[src/rtl/stream_acc_pkg.sv]
// Shared types and constants for the stream accumulator block.
// STREAM_ACC_SATURATE_EN selects saturating accumulation in stream_accumulator_32.
package stream_acc_pkg;

   localparam int unsigned DefaultN    = 32;
   localparam int unsigned DefaultLenW = 8;

   localparam logic [DefaultN-1:0] ACC_ALL_ONES = '1;

   typedef enum logic [1:0] {
      StIdle,
      StAccum,
      StDone
   } acc_state_e;

endpackage

[src/rtl/acc_adder_n.sv]
// Combinational N-bit ripple-carry adder with carry-out from the MSB.
module acc_adder_n #(
   parameter int unsigned N = 32
) (
   input  logic [N-1:0] a,
   input  logic [N-1:0] b,
   output logic [N-1:0] sum,
   output logic         carry_out
);

   logic carry;

   // Single-bit carry variable threaded through the loop keeps the chain acyclic.
   always_comb begin
      carry = 1'b0;
      sum   = '0;
      for (int i = 0; i < int'(N); i++) begin
         sum[i] = a[i] ^ b[i] ^ carry;
         carry  = (a[i] & b[i]) | (carry & (a[i] ^ b[i]));
      end
      carry_out = carry;
   end

endmodule

[src/rtl/stream_accumulator_32.sv]
// Burst accumulator: sums len operands over a valid/ready stream and presents sum + sticky carry.
// Define STREAM_ACC_SATURATE_EN to clamp the accumulator to all-ones on the first carry.
module stream_accumulator_32
   import stream_acc_pkg::*;
#(
   parameter int unsigned N     = DefaultN,
   parameter int unsigned LEN_W = DefaultLenW
) (
   input  logic             clk,
   input  logic             rst,
   input  logic             start,
   input  logic [LEN_W-1:0] len,
   input  logic             in_valid,
   output logic             in_ready,
   input  logic [N-1:0]     in_data,
   output logic             out_valid,
   input  logic             out_ready,
   output logic [N-1:0]     out_sum,
   output logic             out_carry,
   output logic             busy
);

   acc_state_e       state_q, state_d;
   logic [N-1:0]     acc_q, acc_d;
   logic             ovf_q, ovf_d;
   logic [LEN_W-1:0] cnt_q, cnt_d;

   logic [N-1:0]     add_sum;
   logic             add_carry;

   acc_adder_n #(
      .N (N)
   ) u_adder (
      .a         (acc_q),
      .b         (in_data),
      .sum       (add_sum),
      .carry_out (add_carry)
   );

   always_ff @(posedge clk or posedge rst) begin
      if (rst) begin
         state_q <= StIdle;
         acc_q   <= '0;
         ovf_q   <= 1'b0;
         cnt_q   <= '0;
      end else begin
         state_q <= state_d;
         acc_q   <= acc_d;
         ovf_q   <= ovf_d;
         cnt_q   <= cnt_d;
      end
   end

   always_comb begin
      state_d = state_q;
      acc_d   = acc_q;
      ovf_d   = ovf_q;
      cnt_d   = cnt_q;
      unique case (state_q)
         StIdle: begin
            if (start) begin
               acc_d   = '0;
               ovf_d   = 1'b0;
               cnt_d   = len;
               state_d = (len == '0) ? StDone : StAccum;
            end
         end
         StAccum: begin
            if (in_valid && in_ready) begin
`ifdef STREAM_ACC_SATURATE_EN
               acc_d = (ovf_q || add_carry) ? N'(ACC_ALL_ONES) : add_sum;
`else
               acc_d = add_sum;
`endif
               ovf_d = ovf_q | add_carry;
               cnt_d = cnt_q - 1'b1;
               if (cnt_q == LEN_W'(1)) begin
                  state_d = StDone;
               end
            end
         end
         StDone: begin
            if (out_ready) begin
               state_d = StIdle;
            end
         end
         default: state_d = StIdle;
      endcase
   end

   // Outputs decode only registered state, so no input reaches an output combinationally.
   always_comb begin
      in_ready  = (state_q == StAccum);
      out_valid = (state_q == StDone);
      busy      = (state_q != StIdle);
      out_sum   = (state_q == StDone) ? acc_q : '0;
      out_carry = (state_q == StDone) ? ovf_q : 1'b0;
   end

endmodule

[config.mk]
export PLATFORM = sky130hd
export DESIGN_NAME = stream_accumulator_32
export DESIGN_NICKNAME = d
export VERILOG_FILES = /design/src/rtl/stream_acc_pkg.sv /design/src/rtl/acc_adder_n.sv /design/src/rtl/stream_accumulator_32.sv
export SDC_FILE = /design/constraint.sdc
export NUM_CORES = 1
export LEC_CHECK = 0
export CAP_MARGIN = 30
export CORE_MARGIN = 10
export CORE_UTILIZATION = 48
export DETAILED_ROUTE_END_ITERATION = 6
export GPL_TIMING_DRIVEN = 1
export PLACE_DENSITY = 0.81
export SLEW_MARGIN = 25
export SYNTH_ARGS = -nofsm -noshare
export SYNTH_HDL_FRONTEND = slang
export SYNTH_SLANG_ARGS = --single-unit
[constraint.sdc]
create_clock -name clk -period 13.2 [get_ports clk]
set_input_delay 2.64 -clock clk [delete_from_list [all_inputs] [get_ports clk]]
set_output_delay 2.64 -clock clk [all_outputs]
set_load 0.02 [all_outputs]
==> results of run 1 <==
==> layer usage <==
layer  up-vias  track usage (%)
met2        72             24.9
li1       1073                -
met1      1119             17.6
met5         -                0
met3        12             4.33
met4         0             5.19
==> stage by stage <==
step / power (uW) / cell area [um^2] / hold slack (ns) / setup WS (ns)
3_5_place_dp: 594 / 3790 / 0.516 / -1.12
5_1_grt: 750 / 3930 / 0.563 / -0.580
4_1_cts: 679 / 3870 / 0.530 / -0.390
6_report: 687 / 3930 / 0.531 / -0.354
2_1_floorplan: 475 / 2910 / 0.487 / -0.189
3_3_place_gp: 566 / 3760 / 0.506 / -0.937
==> layout make-up <==
class	instances	area, um^2
multi-input combinational	161	1550
clock inverter	1	5.00
fill	461	1680
timing repair buffer	85	878
tap	72	90.1
inverter	66	248
sequential	43	1080
clock buffer	7	76.3
==> sequential cells by signal (all words and copies together), names as in the netlist <==
signal	count
cnt_q	8
ovf_q	1
state_q	2
acc_q	32
==> cell usage after synthesis <==
cell type	instances	area share [%]
nand3b_1	1	0.27
o41ai_2	1	0.58
mux2_2	1	0.40
or3b_1	1	0.31
nor4_1	3	0.66
fa_1	31	22
nand2_1	5	0.66
a21o_1	1	0.27
nand3_1	1	0.18
mux2i_1	1	0.35
nor3b_1	1	0.27
a21oi_1	14	2.5
clkbuf_1	8	1.1
a31oi_1	1	0.22
o21ai_0	5	0.89
inv_1	66	8.8
o32ai_1	2	0.62
or4_4	1	0.40
a32o_1	3	1.1
nor3_1	4	0.71
and2_1	33	7.3
nor2b_1	1	0.22
nor2_1	7	0.93
o22a_1	1	0.31
o22ai_1	30	6.6
a211oi_1	1	0.27
buf_2	5	0.89
nand2b_1	6	1.3
o21a_1	2	0.53
ha_1	3	1.3
dfrtp_1	43	38
==> kinds of logic after synthesis <==
| logic type | count (synthesis) | synth area share, % |
|---|---|---|
| buf+inv | 79 | 10.7 |
| mux | 2 | 0.753 |
| simple gates | 64 | 13.2 |
| fa+ha+maj | 34 | 23.3 |
| compound gates | 61 | 13.9 |
| flops | 43 | 38.1 |
==> worst max-delay path by stage <==
| stage | slack [ns] | to | from |
|---|---|---|---|
| after detailed placement | -1.12 | acc_q[31]$_DFFE_PP0P_ | in_data[0] |
| after floorplan | -0.19 | acc_q[31]$_DFFE_PP0P_ | in_data[0] |
| after CTS | -0.39 | acc_q[31]$_DFFE_PP0P_ | in_data[0] |
| after global placement | -0.94 | acc_q[31]$_DFFE_PP0P_ | in_data[0] |
| after global routing | -0.58 | acc_q[31]$_DFFE_PP0P_ | in_data[0] |
| final | -0.35 | acc_q[31]$_DFFE_PP0P_ | in_data[0] |
==> power by group <==
group	internal, uW	switching (uW)
combinational	174	203
sequential	184	42.3
clock	37.2	46.0
total	396	292
==> critical path, delay by kind of cell <==
family / cells / cell delay (ns)
buffers and inverters: 4 / 0.22
AO/OA/AOI/OAI: 1 / 0.08
adder cells (fa/ha/maj): 32 / 10.80
==> timing repair <==
| item | CTS | global route |
|---|---|---|
| pin swaps | 3 | 2 |
| setup endpoints to repair | 5 | 4 |
| gates resized for setup | 13 | 1 |
| setup buffers | 0 | 0 |
==> flow_metrics.py, run 1 <==
metrics = {
    "synth": {
        "yosysSeqAreaShare_pct": 38.1,
        "netlist_area_mm2": 0.00282,
        "postSynthCellCount": 283,
        "syn_nets": 362,
        "synth_cell_types": 31,
        "syn_area_per_cell_um2": 9.98,
        "ys_ff_latch": 43,
        "yosys_warnings": 0,
    },
    "detailed_routing": {
        "routed-wl-met2_mm": 3.73,
        "ant_nets": 0,
        "wirelength_mm": 7.17,
        "highest_layer": "met4",
        "vias": 2276,
        "wl_met3_um": 402,
        "dr.pass1.iters": 4,
        "drt_iter0_drc": 70,
        "vias_per_cell": 5.23,
        "post-route-drc-count": 0,
        "m1WireLength_mm": 2.87,
        "post_drt_wl_per_cell_um": 16.5,
    },
    "worst_setup_path": {
        "critPathMostFrequentCell": "fa_2",
        "r2r-start": "acc_q[0]$_DFFE_PP0P_",
        "critPathCaptureType": "flip-flop",
        "timing.rr.end": "acc_q[31]$_DFFE_PP0P_",
        "path_class": "in -> reg",
        "cp.arrival_ns": 13.74,
        "worst_path_max_delay_cell": "fa_2",
        "worstPathRequired_ns": 13.39,
        "slowest_delay_ns": 0.51,
        "r2r_slack_ns": 1.59,
        "worstPathMaxFanout": 1,
        "cp-start-kind": "input pin",
        "worstRegToRegCells": 36,
    },
    "clock_network": {
        "cts_made_buffers": 5,
        "clkLatencyLatePin_ns": 0.30,
        "postCtsHoldBufs": 0,
        "htree_levels": 2,
        "root_buffer": "clkbuf_8",
        "cts_tree": "built",
        "path_clk_slew_ns": 0.08,
        "tritoncts_num_sinks": 43,
        "cts.path.max_buffers": 2,
    },
    "die": {
        "die_area_mm2": 0.00935,
        "core_area_mm2": 0.00561,
        "fp-row-count": 27,
        "die_w_um": 96.7,
        "fp.dieH_um": 96.7,
        "start_util_pct": 50.4,
        "ios": 81,
    },
    "global_routing": {
        "gr-usage-all-layers_pct": 14.9,
        "grt_pass1_wl_mm": 11.8,
        "antenna_found_initial": 0,
        "grt_max_degree": 44,
        "grt.overflow.total": 0,
        "grt_pass1_vias": 2363,
    },
    "timing": {
        "fin_ws_ns": -0.354,
        "tightest_slew_ns": 0.433,
        "max_freq_mhz": 73.8,
        "setup_violations": 3,
        "finalHoldViolations": 0,
        "slew_headroom_pct": 71.1,
        "rsz0062_at_grt": "yes",
        "slew_violations": 0,
        "fin_crit_ns": 13.55,
        "finalClockSkew_ns": 0.00718,
        "fin_setup_tns_ns": -0.802,
        "post-route-period-util_pct": 103,
    },
    "final_layout": {
        "fin_nets": 441,
        "insertedDiodeCount": 0,
        "syn2layout_area_growth_pct": 39.0,
        "drive_above_1_share_pct": 15.4,
        "fin_cells": 435,
        "final_util_pct": 70.0,
        "final_common_cell": "clkdlybuf4s50_1",
        "final_cell_mix": "78 x clkdlybuf4s50_1, 61 x inv_1, 43 x dfrtp_1",
    },
    "hold_path": {
        "holdCritStartpoint": "ovf_q$_DFFE_PP0P_",
        "hold_class": "reg -> reg",
        "holdPathEnd": "ovf_q$_DFFE_PP0P_",
        "hold_depth": 2,
    },
    "place": {
        "hpwl_mm": 5.56,
        "gp_congestion": 0.797,
        "portBuffers": 80,
        "placedCellCount": 425,
    },
    "power": {
        "power.leakage_uw": 0.00164,
        "ir_drop_v": 0.000133,
        "p_per_area_mw_per_mm2": 175,
    },
    "outcome": {
        "failed_checks": "negative setup slack",
        "status": "finished with violations",
    },
    "run": {
        "max_cap_violations": 0,
    },
}
Power figures use the tool's default switching activity.
==> inputs of run 2 (changes only) <==
--- a/config.mk
+++ b/config.mk
@@ -10,8 +10,9 @@
 export CORE_UTILIZATION = 48
 export DETAILED_ROUTE_END_ITERATION = 6
 export GPL_TIMING_DRIVEN = 1
-export PLACE_DENSITY = 0.81
+export PLACE_DENSITY = 0.8
 export SLEW_MARGIN = 25
 export SYNTH_ARGS = -nofsm -noshare
 export SYNTH_HDL_FRONTEND = slang
+export SYNTH_HIERARCHICAL = 1
 export SYNTH_SLANG_ARGS = --single-unit
==> flow_metrics.py, run 2 <==
metrics = {
    "outcome": {
        "status": "finished with violations",
        "failed_checks": "negative setup slack",
    },
    "final_layout": {
        "final_cell_mix": "78 x clkdlybuf4s50_1, 43 x dfrtp_1, 33 x and3_1",
        "insertedDiodeCount": 0,
        "drive_above_1_share_pct": 17.7,
        "syn2layout_area_growth_pct": 37.0,
        "fin_cells": 388,
        "fin_nets": 394,
        "regMostFlops": "acc_q",
        "largest_reg_flops": 32,
        "largestRegisters": "acc_q (32), cnt_q (8), state_q (2)",
        "final_area_mm2": 0.00388,
        "final_common_cell": "clkdlybuf4s50_1",
    },
    "power": {
        "power_switching_uw": 302,
        "p_clk_share_pct": 12.9,
        "ir_drop_v": 0.000141,
        "p_sw_share_pct": 41.8,
        "p_per_area_mw_per_mm2": 186,
        "p_comb_share_pct": 52.7,
        "power.internal_uw": 420,
        "power.leakage_uw": 0.00171,
        "seq_power_share_pct": 34.4,
    },
    "die": {
        "ios": 81,
        "die_area_mm2": 0.00938,
        "fp.dieH_um": 96.8,
        "core_area_mm2": 0.00561,
        "fp-row-count": 27,
        "die_w_um": 96.8,
        "start_util_pct": 50.5,
    },
    "run": {
        "max_cap_violations": 0,
    },
    "worst_setup_path": {
        "cp.depth": 38,
        "timing.rr.end": "acc_q[31]$_DFFE_PP0P_",
        "cp.arrival_ns": 13.96,
        "worstRegToRegCells": 37,
        "cp-startpoint": "in_data[0]",
        "worst_path_max_delay_cell": "fa_2",
        "crit_end": "acc_q[31]$_DFFE_PP0P_",
        "path_delay_family": "adder cells",
        "critPathCaptureType": "flip-flop",
        "worstPathMaxFanout": 1,
        "cp-start-kind": "input pin",
        "slowest_delay_ns": 0.42,
        "path_class": "in -> reg",
        "crit_buf_inv": 5,
        "r2r_slack_ns": 1.46,
        "r2r-start": "acc_q[0]$_DFFE_PP0P_",
        "worstPathRequired_ns": 13.43,
        "critPathMostFrequentCell": "fa_2",
    },
    "clock_network": {
        "cts_tree": "built",
        "htree_levels": 2,
        "path_clk_slew_ns": 0.08,
        "postCtsHoldBufs": 0,
        "root_buffer": "clkbuf_8",
        "clkLatencyLatePin_ns": 0.29,
        "tritoncts_num_sinks": 43,
        "post_cts_buffers": 0,
        "cts_made_buffers": 5,
        "cts.path.max_buffers": 2,
    },
    "global_routing": {
        "grt_pass1_vias": 2397,
        "grt_max_degree": 53,
        "grt.overflow.total": 0,
        "antenna_found_initial": 0,
        "gr-usage-all-layers_pct": 16.0,
        "grt_pass1_wl_mm": 12.5,
    },
    "timing": {
        "rsz0062_at_grt": "yes",
        "max_freq_mhz": 72.8,
        "fin_crit_ns": 13.73,
        "finalClockSkew_ns": 0.00508,
        "tightest_slew_ns": 0.672,
        "slew_violations": 0,
        "fin_ws_ns": -0.532,
        "slew_headroom_pct": 54.8,
        "finalHoldViolations": 0,
        "setup_violations": 3,
        "fin_setup_tns_ns": -1.06,
        "hold-worst-slack_ns": 0.515,
        "post-route-period-util_pct": 104,
    },
    "synth": {
        "ys.flop_type": "dfrtp_1",
        "netlist_area_mm2": 0.00283,
        "synth_most_common_cell": "dfrtp_1",
        "yosys_warnings": 6,
        "syn_nets": 321,
        "synth_edf_count": 0,
        "postSynthCellCount": 242,
        "syn_area_per_cell_um2": 11.7,
        "yosysTopAreaCell": "dfrtp_1",
        "synth_cell_types": 42,
        "synth_common_cells": "43 x dfrtp_1, 33 x and3_1, 32 x a22o_1, 31 x fa_1, 19 x inv_1",
        "synth.area.top_cells": "dfrtp_1 38%, fa_1 22%, a22o_1 9.9%",
        "yosysSeqAreaShare_pct": 38.0,
        "async_flop_share_pct": 100,
        "ys_ff_latch": 43,
        "synth_top_area_share_pct": 38.0,
    },
    "place": {
        "place_worst_setup_slack_ns": -1.13,
        "placed_cell_area_mm2": 0.00375,
        "placedCellCount": 379,
        "hpwl_mm": 5.59,
        "gp_congestion": 0.844,
        "portBuffers": 80,
    },
    "detailed_routing": {
        "ant_nets": 0,
        "vias": 2251,
        "drt_iter0_drc": 157,
        "post-route-drc-count": 0,
        "post_drt_wl_per_cell_um": 19.6,
        "wirelength_mm": 7.60,
        "dr.pass1.iters": 4,
        "vias_per_cell": 5.80,
    },
    "hold_path": {
        "hold_class": "reg -> reg",
    },
}
[run 2: cell families (layout without fill, tap and decap cells)]
| group | Yosys count | in the layout | share of synthesized area, % |
|---|---|---|---|
| compound gates | 59 | 59 | 16.9 |
| buf+inv | 38 | 112 | 6.31 |
| flops | 43 | 43 | 38.0 |
| simple gates | 67 | 67 | 14.8 |
| fa+ha+maj | 34 | 34 | 23.2 |
| mux | 1 | 1 | 0.795 |
[run 2: per-stage QoR]
step / total power [uW] / util (%)
finish: 722 / 69.2
global placement: 593 / 66.5
CTS: 724 / 68.9
global route: 782 / 69.2
floorplan: 503 / -
detailed placement: 627 / 67.0
[run 2: layout make-up]
cell class | instances | area [um^2]
fill | 437 | 1730
timing repair buffer | 85 | 872
multi-input combinational | 161 | 1670
tap | 72 | 90.1
sequential | 43 | 1080
inverter | 19 | 71.3
clock buffer | 8 | 100
[run 2: worst register-to-register path: cells and delay by family, from the launching register on]
kind                     cells  cell delay [ns]
flip-flops                   1             0.42
adder cells (fa/ha/maj)     32            10.89
buffers and inverters        4             0.22
AO/OA/AOI/OAI                1             0.13
[run 2: worst min path at each step]
stage,from,end,slack (ns),cells after the start
finish,ovf_q$_DFFE_PP0P_,ovf_q$_DFFE_PP0P_,0.52,2
global route,ovf_q$_DFFE_PP0P_,ovf_q$_DFFE_PP0P_,0.55,2
global placement,ovf_q$_DFFE_PP0P_,ovf_q$_DFFE_PP0P_,0.48,2
CTS,ovf_q$_DFFE_PP0P_,ovf_q$_DFFE_PP0P_,0.52,2
floorplan,ovf_q$_DFFE_PP0P_,ovf_q$_DFFE_PP0P_,0.45,2
detailed placement,ovf_q$_DFFE_PP0P_,ovf_q$_DFFE_PP0P_,0.49,2
[run 2: what timing repair did]
action | CTS | global route
pin swaps | 5 | 2
gates resized for setup | 11 | 0
endpoints found under the setup margin | 4 | 4
[run 2: power by group through the flow]
stage | sequential (uW) | clock, uW | combinational [uW]
floorplan | 229 | 0 | 274
global placement | 246 | 0 | 347
detailed placement | 249 | 0 | 378
CTS | 247 | 94.7 | 381
global route | 258 | 101 | 423
finish | 248 | 93.1 | 380
[run 2: routing by layer]
metal  wire, um  track usage [%]  vias to the layer above
li1           -                -                     1019
met1       3260             20.3                     1157
met2       3890             26.5                       70
met3        382             3.97                        5
met4         66             4.28                        0
met5          0                0                        -
